[config.mk]
export PLATFORM = sky130hd
export DESIGN_NAME = uart_transmitter_controller
export DESIGN_NICKNAME = d
export VERILOG_FILES = /design/src/rtl/uart_tx_ctrl_pkg.sv /design/src/rtl/uart_transmitter_controller_slot.sv /design/src/rtl/uart_transmitter_controller.sv
export SDC_FILE = /design/constraint.sdc
export NUM_CORES = 1
export LEC_CHECK = 0
export ABC_AREA = 1
export CORE_UTILIZATION = 43
export CTS_CLUSTER_DIAMETER = 80
export DETAILED_ROUTE_END_ITERATION = 8
export GPL_ROUTABILITY_DRIVEN = 0
export PLACE_DENSITY = 0.79
export SLEW_MARGIN = 20
export SYNTH_ARGS = -nofsm -noshare
export SYNTH_HDL_FRONTEND = slang
export SYNTH_HIERARCHICAL = 1
export SYNTH_SLANG_ARGS = --single-unit
[constraint.sdc]
create_clock -name clk -period 1.9 [get_ports clk]
set_clock_uncertainty 0.15 [all_clocks]
set_input_delay 0.19 -clock clk [delete_from_list [all_inputs] [get_ports clk]]
set_output_delay 0.19 -clock clk [all_outputs]
set_load 0.02 [all_outputs]
[src/rtl/uart_tx_ctrl_pkg.sv]
// Shared types and sizing helpers for the UART return-path controller.
// Default widths describe the standard 16-bit ALU / 8-bit byte configuration.
package uart_tx_ctrl_pkg;

  typedef enum logic [1:0] {
    IDLE    = 2'b00,
    WAIT_HI = 2'b01,
    WAIT_LO = 2'b10
  } tx_state_e;

  localparam int DEF_DATA_WIDTH       = 8;
  localparam int DEF_ALU_RESULT_WIDTH = 16;
  localparam int BYTES_PER_RESULT     = DEF_ALU_RESULT_WIDTH / DEF_DATA_WIDTH;

  // A one-byte frame still needs a 1-bit index so the mux stays well formed.
  function automatic int idx_width(input int bytes);
    return (bytes > 1) ? $clog2(bytes) : 1;
  endfunction

  localparam int BYTE_IDX_W = idx_width(BYTES_PER_RESULT);

endpackage

[src/rtl/uart_transmitter_controller_slot.sv]
// One-entry hold register with full flag for a single data source.
// A capture on the same edge as a clear is accepted, so only a truly full slot overruns.
module tx_hold_slot #(
  parameter int WIDTH = 8
) (
  input  logic             clk,
  input  logic             reset_n,
  input  logic             valid_in,
  input  logic [WIDTH-1:0] data_in,
  input  logic             clr,
  output logic             full,
  output logic [WIDTH-1:0] data,
  output logic             overrun_set
);

  logic             full_q, full_d;
  logic [WIDTH-1:0] data_q, data_d;

  always_comb begin
    full_d = full_q;
    data_d = data_q;
    if (clr) full_d = 1'b0;
    if (valid_in && (!full_q || clr)) begin
      full_d = 1'b1;
      data_d = data_in;
    end
  end

  always_ff @(posedge clk or negedge reset_n) begin
    if (!reset_n) begin
      full_q <= 1'b0;
      data_q <= '0;
    end else begin
      full_q <= full_d;
      data_q <= data_d;
    end
  end

  assign full        = full_q;
  assign data        = data_q;
  assign overrun_set = valid_in && full_q && !clr;

endmodule

[src/rtl/uart_transmitter_controller.sv]
// Return-path controller: arbitrates register reads and ALU results into bytes for UART TX.
// Handshake: tx_data_valid is a level held until tx_busy_sync is sampled high (or the wait times
// out); the next byte is offered only after tx_busy_sync is sampled low again.
module uart_transmitter_controller
  import uart_tx_ctrl_pkg::*;
#(
  parameter int DATA_WIDTH       = 8,
  parameter int ALU_RESULT_WIDTH = 16,
  parameter int BUSY_TIMEOUT     = 1023
) (
  input  logic                        clk,
  input  logic                        reset_n,
  input  logic [DATA_WIDTH-1:0]       rd_data,
  input  logic                        rd_data_valid,
  input  logic [ALU_RESULT_WIDTH-1:0] alu_out,
  input  logic                        alu_out_valid,
  input  logic                        tx_busy_sync,
  input  logic                        overrun_clr,
  output logic [DATA_WIDTH-1:0]       tx_data,
  output logic                        tx_data_valid,
  output logic                        tx_timeout,
  output logic                        overrun
);

  localparam int N_BYTES = ALU_RESULT_WIDTH / DATA_WIDTH;
  localparam int IDX_W   = idx_width(N_BYTES);
  localparam int CNT_W   = $clog2(BUSY_TIMEOUT + 1);
  localparam logic [IDX_W-1:0] LAST_IDX = IDX_W'(N_BYTES - 1);
  localparam logic [CNT_W-1:0] CNT_LAST = CNT_W'(BUSY_TIMEOUT - 1);

  logic                        rd_full, alu_full, rd_clr, alu_clr, rd_ovr, alu_ovr;
  logic [DATA_WIDTH-1:0]       rd_slot_data;
  logic [ALU_RESULT_WIDTH-1:0] alu_slot_data;
  logic [DATA_WIDTH-1:0]       alu_bytes [N_BYTES];

  tx_state_e             state_q, state_d;
  logic [IDX_W-1:0]      idx_q, idx_d, idx_nxt;
  logic [CNT_W-1:0]      cnt_q, cnt_d;
  logic                  src_alu_q, src_alu_d;
  logic [DATA_WIDTH-1:0] tx_data_q, tx_data_d;
  logic                  tx_valid_q, tx_valid_d;
  logic                  tx_timeout_q, tx_timeout_d;
  logic                  overrun_q, overrun_d;

  tx_hold_slot #(.WIDTH(DATA_WIDTH)) u_rd_slot (
    .clk(clk), .reset_n(reset_n), .valid_in(rd_data_valid), .data_in(rd_data),
    .clr(rd_clr), .full(rd_full), .data(rd_slot_data), .overrun_set(rd_ovr)
  );

  tx_hold_slot #(.WIDTH(ALU_RESULT_WIDTH)) u_alu_slot (
    .clk(clk), .reset_n(reset_n), .valid_in(alu_out_valid), .data_in(alu_out),
    .clr(alu_clr), .full(alu_full), .data(alu_slot_data), .overrun_set(alu_ovr)
  );

  for (genvar g = 0; g < N_BYTES; g++) begin : g_bytes
    assign alu_bytes[g] = alu_slot_data[g*DATA_WIDTH +: DATA_WIDTH];
  end

  assign idx_nxt = idx_q + 1'b1;

  always_comb begin
    state_d      = state_q;
    idx_d        = idx_q;
    cnt_d        = cnt_q;
    src_alu_d    = src_alu_q;
    tx_data_d    = tx_data_q;
    tx_valid_d   = tx_valid_q;
    tx_timeout_d = 1'b0;
    rd_clr       = 1'b0;
    alu_clr      = 1'b0;
    overrun_d    = overrun_clr ? 1'b0 : (overrun_q || rd_ovr || alu_ovr);
    case (state_q)
      IDLE: begin
        idx_d = '0;
        cnt_d = '0;
        if (rd_full) begin
          tx_data_d  = rd_slot_data;
          tx_valid_d = 1'b1;
          src_alu_d  = 1'b0;
          rd_clr     = 1'b1;
          state_d    = WAIT_HI;
        end else if (alu_full) begin
          tx_data_d  = alu_bytes[0];
          tx_valid_d = 1'b1;
          src_alu_d  = 1'b1;
          alu_clr    = (N_BYTES == 1);
          state_d    = WAIT_HI;
        end
      end
      WAIT_HI: begin
        if (tx_busy_sync) begin
          tx_valid_d = 1'b0;
          cnt_d      = '0;
          state_d    = WAIT_LO;
        end else if (cnt_q == CNT_LAST) begin
          // The ALU slot is still held only if its last byte was never loaded.
          tx_valid_d   = 1'b0;
          tx_timeout_d = 1'b1;
          alu_clr      = src_alu_q && (idx_q != LAST_IDX);
          idx_d        = '0;
          cnt_d        = '0;
          state_d      = IDLE;
        end else begin
          cnt_d = cnt_q + 1'b1;
        end
      end
      WAIT_LO: begin
        if (!tx_busy_sync) begin
          if (src_alu_q && (idx_q != LAST_IDX)) begin
            tx_data_d  = alu_bytes[idx_nxt];
            tx_valid_d = 1'b1;
            idx_d      = idx_nxt;
            cnt_d      = '0;
            alu_clr    = (idx_nxt == LAST_IDX);
            state_d    = WAIT_HI;
          end else begin
            idx_d   = '0;
            state_d = IDLE;
          end
        end
      end
      default: state_d = IDLE;
    endcase
  end

  always_ff @(posedge clk or negedge reset_n) begin
    if (!reset_n) begin
      state_q      <= IDLE;
      idx_q        <= '0;
      cnt_q        <= '0;
      src_alu_q    <= 1'b0;
      tx_data_q    <= '0;
      tx_valid_q   <= 1'b0;
      tx_timeout_q <= 1'b0;
      overrun_q    <= 1'b0;
    end else begin
      state_q      <= state_d;
      idx_q        <= idx_d;
      cnt_q        <= cnt_d;
      src_alu_q    <= src_alu_d;
      tx_data_q    <= tx_data_d;
      tx_valid_q   <= tx_valid_d;
      tx_timeout_q <= tx_timeout_d;
      overrun_q    <= overrun_d;
    end
  end

  assign tx_data       = tx_data_q;
  assign tx_data_valid = tx_valid_q;
  assign tx_timeout    = tx_timeout_q;
  assign overrun       = overrun_q;

endmodule
# Yosys cells after proc, flatten, opt, wreduce, memory -nomap -nowiden

Cells that the tools add are included.

Memory bits (read-only): 0
Memories: 0
Register bits: 51
Memory bits (writable): 0
Bits in latches: 0
Bits of input ports: 30

Add/subtract/negate cells: 2
Mux-type cells: 46
Shift operators: 0
Equality and inequality tests: 9
$lt $le $gt $ge: 1
Divide/modulo/power cells: 0
Multipliers: 0
Bitwise gates (word level): 2
Reductions and logical operators: 27

Operators with widths:

| kind                    | number |
|---|---|
| $mux W8                 | 7 |
| $mux W10                | 4 |
| $pmux W10 S3            | 1 |
| $mux W1                 | 24 |
| $pmux W8 S2             | 1 |
| $add A10 B1 Y10 const B | 1 |
| $eq A10 B10 Y1 const B  | 1 |
| $mux W2                 | 5 |
| $ne A2 B2 Y1 const B    | 4 |
| $reduce_and A4 Y1       | 2 |
| $reduce_bool A2 Y1      | 4 |
| $logic_and A1 B1 Y1     | 7 |
| $pmux W1 S3             | 2 |
| $pmux W2 S3             | 1 |
| $reduce_and A3 Y1       | 2 |
| $reduce_and A5 Y1       | 1 |
| $logic_not A1 Y1        | 4 |
| $logic_or A1 B1 Y1      | 4 |
| $ne A3 B1 Y1 const B    | 1 |
| $ne A3 B3 Y1 const B    | 1 |
| $reduce_bool A3 Y1      | 1 |
| $eq A2 B1 Y1 const B    | 1 |
| $eq A2 B2 Y1 const B    | 1 |
| $ge A2 B2 Y1 const B    | 1 |
| 6 further kinds         | 6 |

# Longest topological paths before layout

Gate-level depths: netlist of the first run.

Depth after elaboration: 9
Mapped depth: 14
Mapped depth without buffers: 13

# Modules after synthesis

Netlist of the first run, hierarchy kept.

By module, submodules not included:

| module                      | cells an instance | area an instance (um^2) | times used |
|---|---|---|---|
| uart_transmitter_controller | 224               | 1659.1                  | 1 |
| tx_hold_slot (u_alu_slot)   | 75                | 696.9                   | 1 |
| tx_hold_slot (u_rd_slot)    | 41                | 434.2                   | 1 |

# Worst setup path before layout of the first run

No wires, ideal clock.

Kind: register to register
Start: register state_q[0]
End: register overrun_q (netlist: overrun)
Data arrival time: 1.838 ns
Setup slack: -0.209 ns
Stages on the path, launching flop included: 14
Period minus slack after synthesis: 2.109 ns
Buffers on the path: 2
Path through: dfrtp_1 inv_1 ha_1 buf_4 inv_2 nor2_1 nand2_1 a21boi_1 inv_1 nand2_4 buf_4 nor2_1 nor3_1 nor2_1

RTL lines:

| element                                      | line                                   | source |
|---|---|---|
| start: declaration                           | uart_transmitter_controller.sv:36      | `tx_state_e state_q, state_d;` |
| start signal: assignment                     | uart_transmitter_controller.sv:137     | `state_q <= state_d;` |
| $eq A2 B2 Y1 or $eq A2 B1 Y1 (tied branches) | uart_transmitter_controller.sv:72      | `case (state_q)` |
| $pmux W1 S2 *                                | uart_transmitter_controller.sv:72      |  |
| via alu_clr                                  | uart_transmitter_controller.sv:31      | `logic rd_full, alu_full, rd_clr, alu_clr, rd_ovr, alu_ovr;` |
| $logic_not A1 Y1 *                           | uart_transmitter_controller_slot.sv:41 | `assign overrun_set = valid_in && full_q && !clr;` |
| $logic_and A1 B1 Y1 *                        | uart_transmitter_controller_slot.sv:41 |  |
| via alu_ovr                                  | uart_transmitter_controller.sv:31      |  |
| $logic_or A1 B1 Y1 *                         | uart_transmitter_controller.sv:71      | `overrun_d = overrun_clr ? 1'b0 : (overrun_q \|\| rd_ovr \|\| alu_ovr);` |
| $mux W1 *                                    | uart_transmitter_controller.sv:71      |  |
| via overrun_d                                | uart_transmitter_controller.sv:43      | `logic overrun_q, overrun_d;` |
| end signal: assignment                       | uart_transmitter_controller.sv:144     | `overrun_q <= overrun_d;` |
| end: declaration                             | uart_transmitter_controller.sv:43      |  |

The timed path passes the listed nets; every way through them passes the cells marked *.
A chain may end at the register's enable or synchronous reset.

# Worst setup path in the final report of the first run

Start: register cnt_q[0]
End: register u_alu_slot.data_q[9] (netlist: u_alu_slot/data[9])

Word-level cells in the longest chain between the ends: 6

Ends and longest elaborated chain:

| element                  | line                                   | source |
|---|---|---|
| start: declaration       | uart_transmitter_controller.sv:38      | `logic [CNT_W-1:0] cnt_q, cnt_d;` |
| start signal: assignment | uart_transmitter_controller.sv:139     | `cnt_q <= cnt_d;` |
| $eq A10 B10 Y1           | uart_transmitter_controller.sv:95      | `end else if (cnt_q == CNT_LAST) begin` |
| $mux W1                  | uart_transmitter_controller.sv:95      |  |
| $mux W1                  | uart_transmitter_controller.sv:91      | `if (tx_busy_sync) begin` |
| $pmux W1 S2              | uart_transmitter_controller.sv:72      |  |
| via alu_clr              | uart_transmitter_controller.sv:31      |  |
| $logic_or A1 B1 Y1       | uart_transmitter_controller_slot.sv:23 | `if (valid_in && (!full_q \|\| clr)) begin` |
| $logic_and A1 B1 Y1      | uart_transmitter_controller_slot.sv:23 |  |
| end signal: assignment   | uart_transmitter_controller_slot.sv:35 | `data_q <= data_d;` |
| end: declaration         | uart_transmitter_controller_slot.sv:17 | `logic [WIDTH-1:0] data_q, data_d;` |

The timed path passes the listed nets, and every way through them passes these cells.

==> flow_metrics.tcl, run 1 <==
set metrics [dict create \
    postRouteAntennaNets 0 \
    arrival_ns 1.99 \
    p_sw_w 0.00223 \
    start_util_pct 45.8 \
    cp-end-kind "flop" \
    max_cap_viol_count 0 \
    grt_start_max_net_pins 30 \
    setup_violations 0 \
    synth_top_cell_by_area "dfrtp_1" \
    max_slew_margin_pct 62.3 \
    reg2reg_to "u_alu_slot/data[9]" \
    period_share_pct 99.7 \
    reg2reg_depth 13 \
    fmax_mhz 528 \
    p_int_w 0.00290 \
    critical_path_required_ns 2.00 \
    syn_to_final_growth_pct 26.8 \
    finalCriticalPeriod_ns 1.89 \
    ys_warn_count 6 \
    antenna_found_initial 0 \
    reg2reg_from "cnt_q[0]" \
    syn_area_per_cell_sq_um 8.21 \
    report.power.total_w 0.00513 \
    synth_top_area_share_pct 45.7 \
    cts_max_path_buffers 2 \
    power_density_nw_per_um2 1450 \
    dieArea_sq_um 6810 \
    crit_path_max_fanout 17 \
    slowest_stage "dfrtp_1" \
    path_class "reg -> reg" \
    seq_area_frac_synth_pct 45.7 \
    hpwl_microns 4480 \
    peakVddDrop_mv 0.716 \
    io_buffers 40 \
    drv_slew 0 \
    post-place-cells 464 \
    clkTransAtPathRegs_ns 0.09 \
    drive_above_1_share_pct 20.4 \
    syn_area_sq_um 2790 \
    postSynthCellCount 340 \
    clkLatencyLatePin_ns 0.31 \
    worst_pin_slew_ns 0.565 \
    seqPwrFrac_pct 34.8 \
    hold_path.class "in -> async" \
    antenna_cells 0 \
    die_w_microns 82.6 \
    die-height_microns 82.6 \
    p_leak_nw 1.69 \
    cts_buffers 5 \
    tritoncts "yes" \
    swShare_pct 43.4 \
    drc_errors 0 \
    synth_cell_type_count 29 \
    finalWirelength_microns 5990 \
    ff2ff_setup_slack_ns 0.006 \
    final_util_pct 58.0 \
    htreeDepth 2 \
    grt_overflow 0 \
    synth_area_leaders "dfrtp_1 46%, nand2_1 13%, nor2_1 5.4%" \
    nets 437 \
    ys_seq_elements 51 \
    rows 28 \
    crit_top_cell "nand2_1" \
    n_fill_cell 583 \
    fin_cells 476 \
    drt_iter0_drc 112 \
    grt_pass1_vias 2239 \
    path_cells "inv_1, ha_2, nand3_1, nor2_1, nand2_1, nor2_2, nand2_1, a21boi_1, inv_1, nand2_4, buf_12, nand3_1, nand2_1" \
    vias 2400 \
    grt_usage_pct 19.2 \
    pwr-share-comb_pct 53.2 \
    cp-start-kind "flop" \
    vias_per_cell 5.04 \
    critPathMaxStageDelay_ns 0.39 \
    clkPwrFrac_pct 12.1 \
    cts_root_buffer "clkbuf_8" \
    routedWlPerCell_microns 12.6 \
    syn_nets 377 \
    clock-sinks 51 \
    hold_viol 0 \
    drtPass1Iterations 4 \
    core_sq_um 6100 \
    rsz0062_at_grt "yes" \
    grt_pass1_wl_microns 9730 \
    io_pins 41 \
    status "finished, final reports clean" \
]
## metrics by stage
step | worst slack (ns) | setup TNS [ns] | hold slack (ns) | cell area (sq um)
2_1_floorplan | -0.0646 | -0.300 | -0.256 | 2820
3_3_place_gp | 0.0708 | 0 | 0.0539 | 3370
3_5_place_dp | -0.00613 | -0.0172 | 0.0645 | 3370
4_1_cts | 0.00444 | 0 | 0.266 | 3470
5_1_grt | -0.103 | -1.32 | 0.290 | 3540
6_report | 0.00593 | 0 | 0.249 | 3540
## layer usage
metal  GRT usage [%]  vias to the layer above  routed length, microns
li1                -                     1197                       -
met1            23.8                     1111                    2610
met2            32.6                       82                    2970
met3            4.40                       10                     338
met4            6.72                        0                      76
met5               0                        -                       0
## cells by family after synthesis
group	count (synthesis)	share of synthesized area, %
simple gates	190	31.7
fa+ha+maj	7	3.14
compound gates	46	10.1
buf+inv	46	9.28
flops	51	45.7
## what timing repair did
item | in CTS | in global routing
hold endpoints to repair | 22 | 0
resized for setup | 0 | 14
setup endpoints to repair | 15 | 20
hold buffers | 1 | 0
pin swaps | 0 | 4
buffers inserted | 1 | 2
## flip-flops by register name (all words and copies together), names as in the netlist
| signal | flops |
|---|---|
| overrun | 1 |
| u_rd_slot/data | 8 |
| tx_timeout | 1 |
| src_alu_q | 1 |
| tx_data | 8 |
| u_rd_slot/full | 1 |
| u_alu_slot/data | 16 |
| u_alu_slot/full | 1 |
| cnt_q | 10 |
| state_q | 2 |
| tx_data_valid | 1 |
| idx_q | 1 |
## synthesized netlist by cell type
library cell / number
nand2_1: 96
dfrtp_1: 51
nor2_1: 40
inv_1: 32
nand3_1: 26
o21ai_0: 17
nand3_2: 8
o21ai_2: 8
o22ai_1: 8
a21oi_1: 7
ha_1: 7
nand2_4: 6
buf_4: 4
buf_6: 4
nand2_2: 4
nor2_2: 3
o21ai_1: 3
buf_12: 2
inv_2: 2
nand4_1: 2
nor3_1: 2
a21boi_1: 1
a22oi_2: 1
and2_1: 1
buf_2: 1
inv_8: 1
nand3_4: 1
o21bai_1: 1
or2_2: 1
## worst max-delay path, delay by kind of cell, from the launching register on
kind / cells / cell delay [ns]
adders and majority gates: 1 / 0.17
DFF: 1 / 0.39
and+or+nand+nor: 8 / 0.71
buffers and inverters: 3 / 0.29
AOI/OAI and AO/OA: 1 / 0.12
## power by group through the flow
stage          sequential (W)  clock [W]  combinational, W
5_1_grt               0.00182   0.000686           0.00302
3_5_place_dp          0.00179          0           0.00262
3_3_place_gp          0.00178          0           0.00253
4_1_cts               0.00177   0.000635           0.00265
2_1_floorplan         0.00183          0           0.00188
6_report              0.00178   0.000620           0.00273
## how the worst max path moves through the flow
stage	from	end	slack, ns	cells past startpoint
finish	cnt_q[0]	u_alu_slot/data[9]	0.006	13
global route	cnt_q[0]	u_alu_slot/data[9]	-0.10	13
CTS	state_q[1]	u_alu_slot/data[9]	0.004	13
detailed placement	state_q[0]	u_alu_slot/data[8]	-0.006	12
global placement	cnt_q[0]	u_alu_slot/data[10]	0.07	13
floorplan	state_q[1]	overrun	-0.06	14
## cells in the final DEF (no fill, tap or decap), types with 7 or more instances in the layout
cell             netlist  final
a21oi_1                7      7
buf_4                  4     20
clkdlybuf4s50_1        0     39
dfrtp_1               51     50
inv_1                 32     29
nand2_1               96     95
nand3_1               26     26
nand3_2                8      8
nor2_1                40     34
nor2_2                 3      7
o21ai_0               17     17
o21ai_2                8      8
o22ai_1                8      8
## final cells by class
| type | instances | area, sq um | area share (%) |
|---|---|---|---|
| multi-input combinational | 243 | 1330 | 37.5 |
| timing repair buffer | 64 | 616 | 17.4 |
| tap | 75 | 93.8 | 2.65 |
| clock buffer | 6 | 72.6 | 2.05 |
| sequential | 51 | 1280 | 36.1 |
| inverter | 35 | 139 | 3.93 |
| clock inverter | 2 | 12.5 | 0.354 |
Power figures use the tool's default switching activity.
==> inputs of run 2 (changes only) <==
- GPL_TIMING_DRIVEN: unset -> 0
- HOLD_SLACK_MARGIN: unset -> 0.02
==> run 2 against run 1 <==
  * The run now ends with setup timing left
  * Clock-buffer cell count stayed put
  * Hold slack worse by 0.20 ns
  * Sequential share of layout area is 1.6 points lower
  * Flip-flop and latch count stayed put
  * Maximum frequency is 3.2% lower
  * Critical path depth is 1 higher
  * Register-to-register slack worse by 0.06 ns
  * Cell count is 0.63% higher
  * Critical path type unchanged
  * Critical endpoint is now overrun
  * Highest routed layer unchanged
==> flow_metrics.tcl, run 2 (synthesis results as in run 1) <==
set metrics [dict create \
    finalSetupTns_ns -0.143 \
    mostFrequentLayoutCell "nand2_1" \
    start_util_pct 45.8 \
    drive_above_1_share_pct 23.5 \
    period_share_pct 103 \
    p_int_w 0.00325 \
    syn_to_final_growth_pct 32.6 \
    n_fill_cell 530 \
    postRouteAntennaNets 0 \
    worst_pin_slew_ns 0.641 \
    antenna_cells 0 \
    post-place-cells 453 \
    crit_path_max_fanout 4 \
    max_slew_margin_pct 57.3 \
    max_cap_viol_count 0 \
    report.power.total_w 0.00560 \
    critical_path_required_ns 1.96 \
    finalWirelength_microns 6120 \
    fin_cells 479 \
    cts_buffers 5 \
    p_sw_w 0.00235 \
    dieArea_sq_um 6810 \
    clock-sinks 51 \
    grt_usage_pct 19.2 \
    arrival_ns 2.01 \
    vias 2373 \
    clkTransAtPathRegs_ns 0.09 \
    met3_length_microns 286 \
    dr.max_layer_used "met4" \
    die_w_microns 82.6 \
    grt_overflow 0 \
    peakVddDrop_mv 0.603 \
    finalCriticalPeriod_ns 1.96 \
    multiInputGateArea_sq_um 1410 \
    clkLatencyLatePin_ns 0.31 \
    io_buffers 38 \
    power_density_nw_per_um2 1510 \
    pwr-share-comb_pct 54.7 \
    hold_viol 0 \
    p_leak_nw 1.75 \
    io_pins 41 \
    die-height_microns 82.6 \
    hold_path.class "in -> reg" \
    place_area_sq_um 3290 \
    setup_slack_ns -0.0576 \
    core_sq_um 6100 \
    pre_cts_ws_ns -0.306 \
    path_class "reg -> reg" \
    cp-start-kind "flop" \
    dr_wl_met2_microns 3140 \
    finalInstanceArea_sq_um 3700 \
    vias_per_cell 4.95 \
    setup_violations 14 \
    drc_errors 0 \
    status "complete, but fails checks" \
    final_cell_mix "88 x nand2_1, 49 x dfrtp_1, 37 x clkdlybuf4s50_1" \
    clkPwrFrac_pct 13.6 \
    nets 440 \
    ff_latch_area_sq_um 1280 \
    hpwl_microns 4140 \
    cts_max_path_buffers 2 \
    rows 28 \
    grt_start_max_net_pins 52 \
    cp-end-kind "flop" \
    drv_slew 0 \
    largest_reg_flops 16 \
    htreeDepth 2 \
    swShare_pct 42.0 \
    drtPass1Iterations 5 \
    fmax_mhz 511 \
    routedWlPerCell_microns 12.8 \
    failed_checks "setup timing" \
    antenna_found_initial 0 \
    tritoncts "yes" \
    cts_root_buffer "clkbuf_8" \
    grt_pass1_vias 2222 \
    wl_met1_microns 2650 \
    grt_pass1_wl_microns 9830 \
    seqPwrFrac_pct 31.7 \
    drt_iter0_drc 90 \
    rsz0062_at_grt "yes" \
]
## run 2: cell count changes in the layout (fill, tap and decap cells not counted), sizes merged
cell,delta
clkinvlp,-1
inv,+1
clkdlybuf4s50,-2
dlygate4sd3,+1
nand3,+1
clkinv,-1
buf,+3
bufinv,+1
## run 2: layout make-up
type | instances | area share (%)
clock inverter | 2 | 1.05
clock buffer | 6 | 1.96
multi-input combinational | 244 | 38.1
inverter | 35 | 3.89
buffer | 10 | 3.14
timing repair buffer | 56 | 14.8
tap | 75 | 2.54
sequential | 51 | 34.6
## run 2: worst paths after layout
kind                               startpoint                  to  slack (ns)  cells past startpoint
worst max-delay path               state_q[1]             overrun       -0.06                     14
worst min-delay path            alu_out_valid  u_alu_slot/data[8]        0.05                      3
worst max register to register     state_q[1]             overrun       -0.06                     14
worst min register to register  tx_data_valid       tx_data_valid        0.32                      2
max in group asynchronous             reset_n          state_q[0]        0.86                      2
min in group asynchronous             reset_n   u_rd_slot/data[2]        0.28                      2
## run 2: layer usage
| metal | track usage [%] | vias up |
|---|---|---|
| li1 | - | 1210 |
| met1 | 24.3 | 1092 |
| met2 | 32.7 | 66 |
| met3 | 3.85 | 5 |
| met4 | 6.21 | 0 |
| met5 | 0 | - |
## run 2: what timing repair did
item                                    CTS  global route
endpoints found under the setup margin   18            36
endpoints found under the hold margin    60             0
cloned                                    0             1
hold buffers                              2             0
pin swaps                                 3             7
resized for setup                         8            27
buffers inserted                         11             5
## run 2: stage by stage
| stage | util (%) | hold WS, ns |
|---|---|---|
| 2_1_floorplan | - | -0.256 |
| 3_3_place_gp | 54.0 | 0.307 |
| 3_5_place_dp | 54.0 | 0.110 |
| 4_1_cts | 58.0 | 0.0354 |
| 5_1_grt | 60.7 | 0.0506 |
| 6_report | 60.7 | 0.0510 |
## run 2: worst max-delay path: stages (launching register included)
cell and delay (ns):
dfrtp_2 0.42, inv_2 0.08, ha_4 0.13, inv_2 0.06, nor2_4 0.12, inv_1 0.05
nor2_1 0.12, nand2_1 0.07, a21boi_1 0.12, inv_1 0.08, nand2_4 0.08, buf_6 0.11
nor2_1 0.05, nor3_2 0.16, nor2_1 0.05
## run 2: power by group through the flow
| stage | clock [W] | combinational (W) | sequential, W |
|---|---|---|---|
| after floorplan | 0 | 0.00188 | 0.00183 |
| after global placement | 0 | 0.00254 | 0.00178 |
| after detailed placement | 0 | 0.00261 | 0.00179 |
| after CTS | 0.000776 | 0.00281 | 0.00176 |
| after global routing | 0.000824 | 0.00339 | 0.00183 |
| final | 0.000760 | 0.00306 | 0.00178 |
==> inputs of run 3 (changes only) <==
--- a/config.mk
+++ b/config.mk
@@ -8,3 +8,3 @@
 export ABC_AREA = 1
-export CORE_UTILIZATION = 43
+export CORE_UTILIZATION = 49
 export CTS_CLUSTER_DIAMETER = 80
@@ -14,3 +14,3 @@
 export HOLD_SLACK_MARGIN = 0.02
-export PLACE_DENSITY = 0.79
+export PLACE_DENSITY = 0.87
 export SLEW_MARGIN = 20
--- a/constraint.sdc
+++ b/constraint.sdc
@@ -4,2 +4,2 @@
 set_output_delay 0.19 -clock clk [all_outputs]
-set_load 0.02 [all_outputs]
+set_load 0.1 [all_outputs]
==> run 3 against run 2 <==
  * The run still ends with setup timing left
  * Wire length grew 4.0%
  * Clock power shrank 13%
  * Via count grew 5.6%
  * Flip-flop and latch count is the same
  * Global-route usage grew 2.7 points
  * Hold slack lost 0.0094 ns
  * Final area grew 0.34%
  * Critical endpoint unchanged
  * Largest cell class unchanged
==> flow_metrics.tcl, run 3 (synthesis results as in run 1) <==
set metrics [dict create \
    clock-sinks 51 \
    drv_slew 0 \
    finalWirelength_microns 6360 \
    reg2reg_to "overrun" \
    n_fill_cell 425 \
    start_util_pct 50.7 \
    vias 2507 \
    gr-usage-met3_pct 4.35 \
    drc_errors 0 \
    crit_path_max_fanout 7 \
    arrival_ns 2.16 \
    setup_violations 18 \
    finalCriticalPeriod_ns 2.10 \
    antenna_found_initial 0 \
    worst_pin_slew_ns 0.954 \
    grt_start_max_net_pins 52 \
    place_area_sq_um 3290 \
    clkTransAtPathRegs_ns 0.09 \
    htreeDepth 2 \
    cts_buffers 5 \
    p_leak_nw 1.79 \
    largest_reg_flops 16 \
    die-height_microns 77.5 \
    io_buffers 38 \
    met2_usage_pct 38.7 \
    reg2reg_from "cnt_q[0]" \
    routedWlPerCell_microns 13.2 \
    rows 27 \
    max_slew_margin_pct 36.7 \
    vias_per_cell 5.19 \
    cp-end-kind "flop" \
    period_share_pct 111 \
    drtPass1Iterations 4 \
    clkLatencyLatePin_ns 0.31 \
    grt_pass1_wl_microns 10400 \
    postRouteAntennaNets 0 \
    grt_usage_pct 21.9 \
    report.power.total_w 0.00607 \
    mostFrequentLayoutCell "nand2_1" \
    syn_to_final_growth_pct 33.1 \
    core_sq_um 5510 \
    fmax_mhz 476 \
    cts_max_path_buffers 2 \
    grt_pass1_vias 2432 \
    ff2ff_setup_slack_ns -0.20 \
    drt_iter0_drc 103 \
    peakVddDrop_mv 0.857 \
    hold_path.class "in -> reg" \
    hold_viol 0 \
    power_density_nw_per_um2 1630 \
    worstSetupStartpoint "cnt_q[0]" \
    dieArea_sq_um 6000 \
    finalSetupTns_ns -2.22 \
    reg2reg_depth 14 \
    die_w_microns 77.5 \
    nets 447 \
    cp-start-kind "flop" \
    grtUsageMet1_pct 25.1 \
    rsz0062_at_grt "yes" \
    antenna_cells 0 \
    tritoncts "yes" \
    hold_depth 3 \
    grt_busiest_layer "met2" \
    final_cell_mix "82 x nand2_1, 50 x dfrtp_1, 35 x nor2_1" \
    hpwl_microns 4240 \
    failed_checks "setup timing" \
    io_pins 41 \
    cts_root_buffer "clkbuf_8" \
    setup_slack_ns -0.203 \
    critical_path_required_ns 1.95 \
    path_class "reg -> reg" \
    status "complete, but fails checks" \
    crit_end "overrun" \
    finalInstanceArea_sq_um 3710 \
    grt_overflow 0 \
    drive_above_1_share_pct 26.8 \
    max_cap_viol_count 0 \
]
==> run 3: cell count changes in the layout (fill, tap and decap cells not counted), sizes merged, moves of 3 or more <==
cell           change
clkdlybuf4s15      +8
clkdlybuf4s50     -11
dlygate4sd2        +3
buf                +8
==> run 3: timing repair <==
action / 4_1_cts / 5_1_grt
endpoints found under the setup margin: 29 / 43
hold buffers: 2 / 0
endpoints found under the hold margin: 60 / 0
resized for setup: 36 / 25
setup buffers: 13 / 9
pin swaps: 8 / 12
gates cloned: 1 / 0
==> run 3: worst min path at each step <==
stage,from,slack [ns],to
2_1_floorplan,reset_n,-0.26,cnt_q[0]
3_3_place_gp,u_alu_slot/data[13],0.30,u_alu_slot/data[13]
3_5_place_dp,reset_n,0.11,cnt_q[2]
4_1_cts,alu_out_valid,0.04,u_alu_slot/data[8]
5_1_grt,alu_out_valid,0.04,u_alu_slot/data[8]
6_report,alu_out_valid,0.04,u_alu_slot/data[8]
==> run 3: critical path: stages (launching register included) <==
cell and delay [ns]:
dfrtp_1 0.40, inv_1 0.07, ha_2 0.18, nand3_2 0.05
nor2_1 0.11, nand2_1 0.09, nor2_2 0.18, nand2_1 0.07
a21boi_1 0.12, inv_1 0.08, nand2_4 0.11, buf_6 0.13
nor2_2 0.04, nor3_2 0.15, nor2_1 0.07
==> run 3: layout make-up <==
cell class	instances	area [sq um]	share of cell area, %
clock inverters	1	8.76	0.236
plain buffers	11	128	3.44
flip-flops and latches	51	1280	34.4
multi-input cells	243	1390	37.5
well taps	72	90.1	2.43
clock buffers	7	86.3	2.32
repair buffers	63	589	15.9
inverters	35	141	3.81
==> run 3: where the power goes <==
part | internal, W | switching [W] | total (W) | leakage [nW]
clock network | 0.000299 | 0.000363 | 0.000662 | 0.0484
registers | 0.00149 | 0.000302 | 0.00179 | 0.645
logic | 0.00136 | 0.00225 | 0.00361 | 1.09
==> run 3: per-layer routing <==
metal | routed length, microns | vias to the layer above
met3 | 303 | 21
li1 | - | 1224
met4 | 196 | 0
met2 | 3220 | 89
met5 | 0 | -
met1 | 2640 | 1173
==> run 3: per-stage QoR <==
step / worst slack (ns) / cells / util, % / hold WS (ns)
finish: -0.203 / 483 / 67.4 / 0.0417
global route: -0.267 / 483 / 67.4 / 0.0353
CTS: -0.121 / 474 / 64.7 / 0.0390
detailed placement: -0.349 / 450 / 59.7 / 0.107
global placement: -0.975 / 450 / 59.7 / 0.301
floorplan: -0.0706 / 340 / - / -0.256
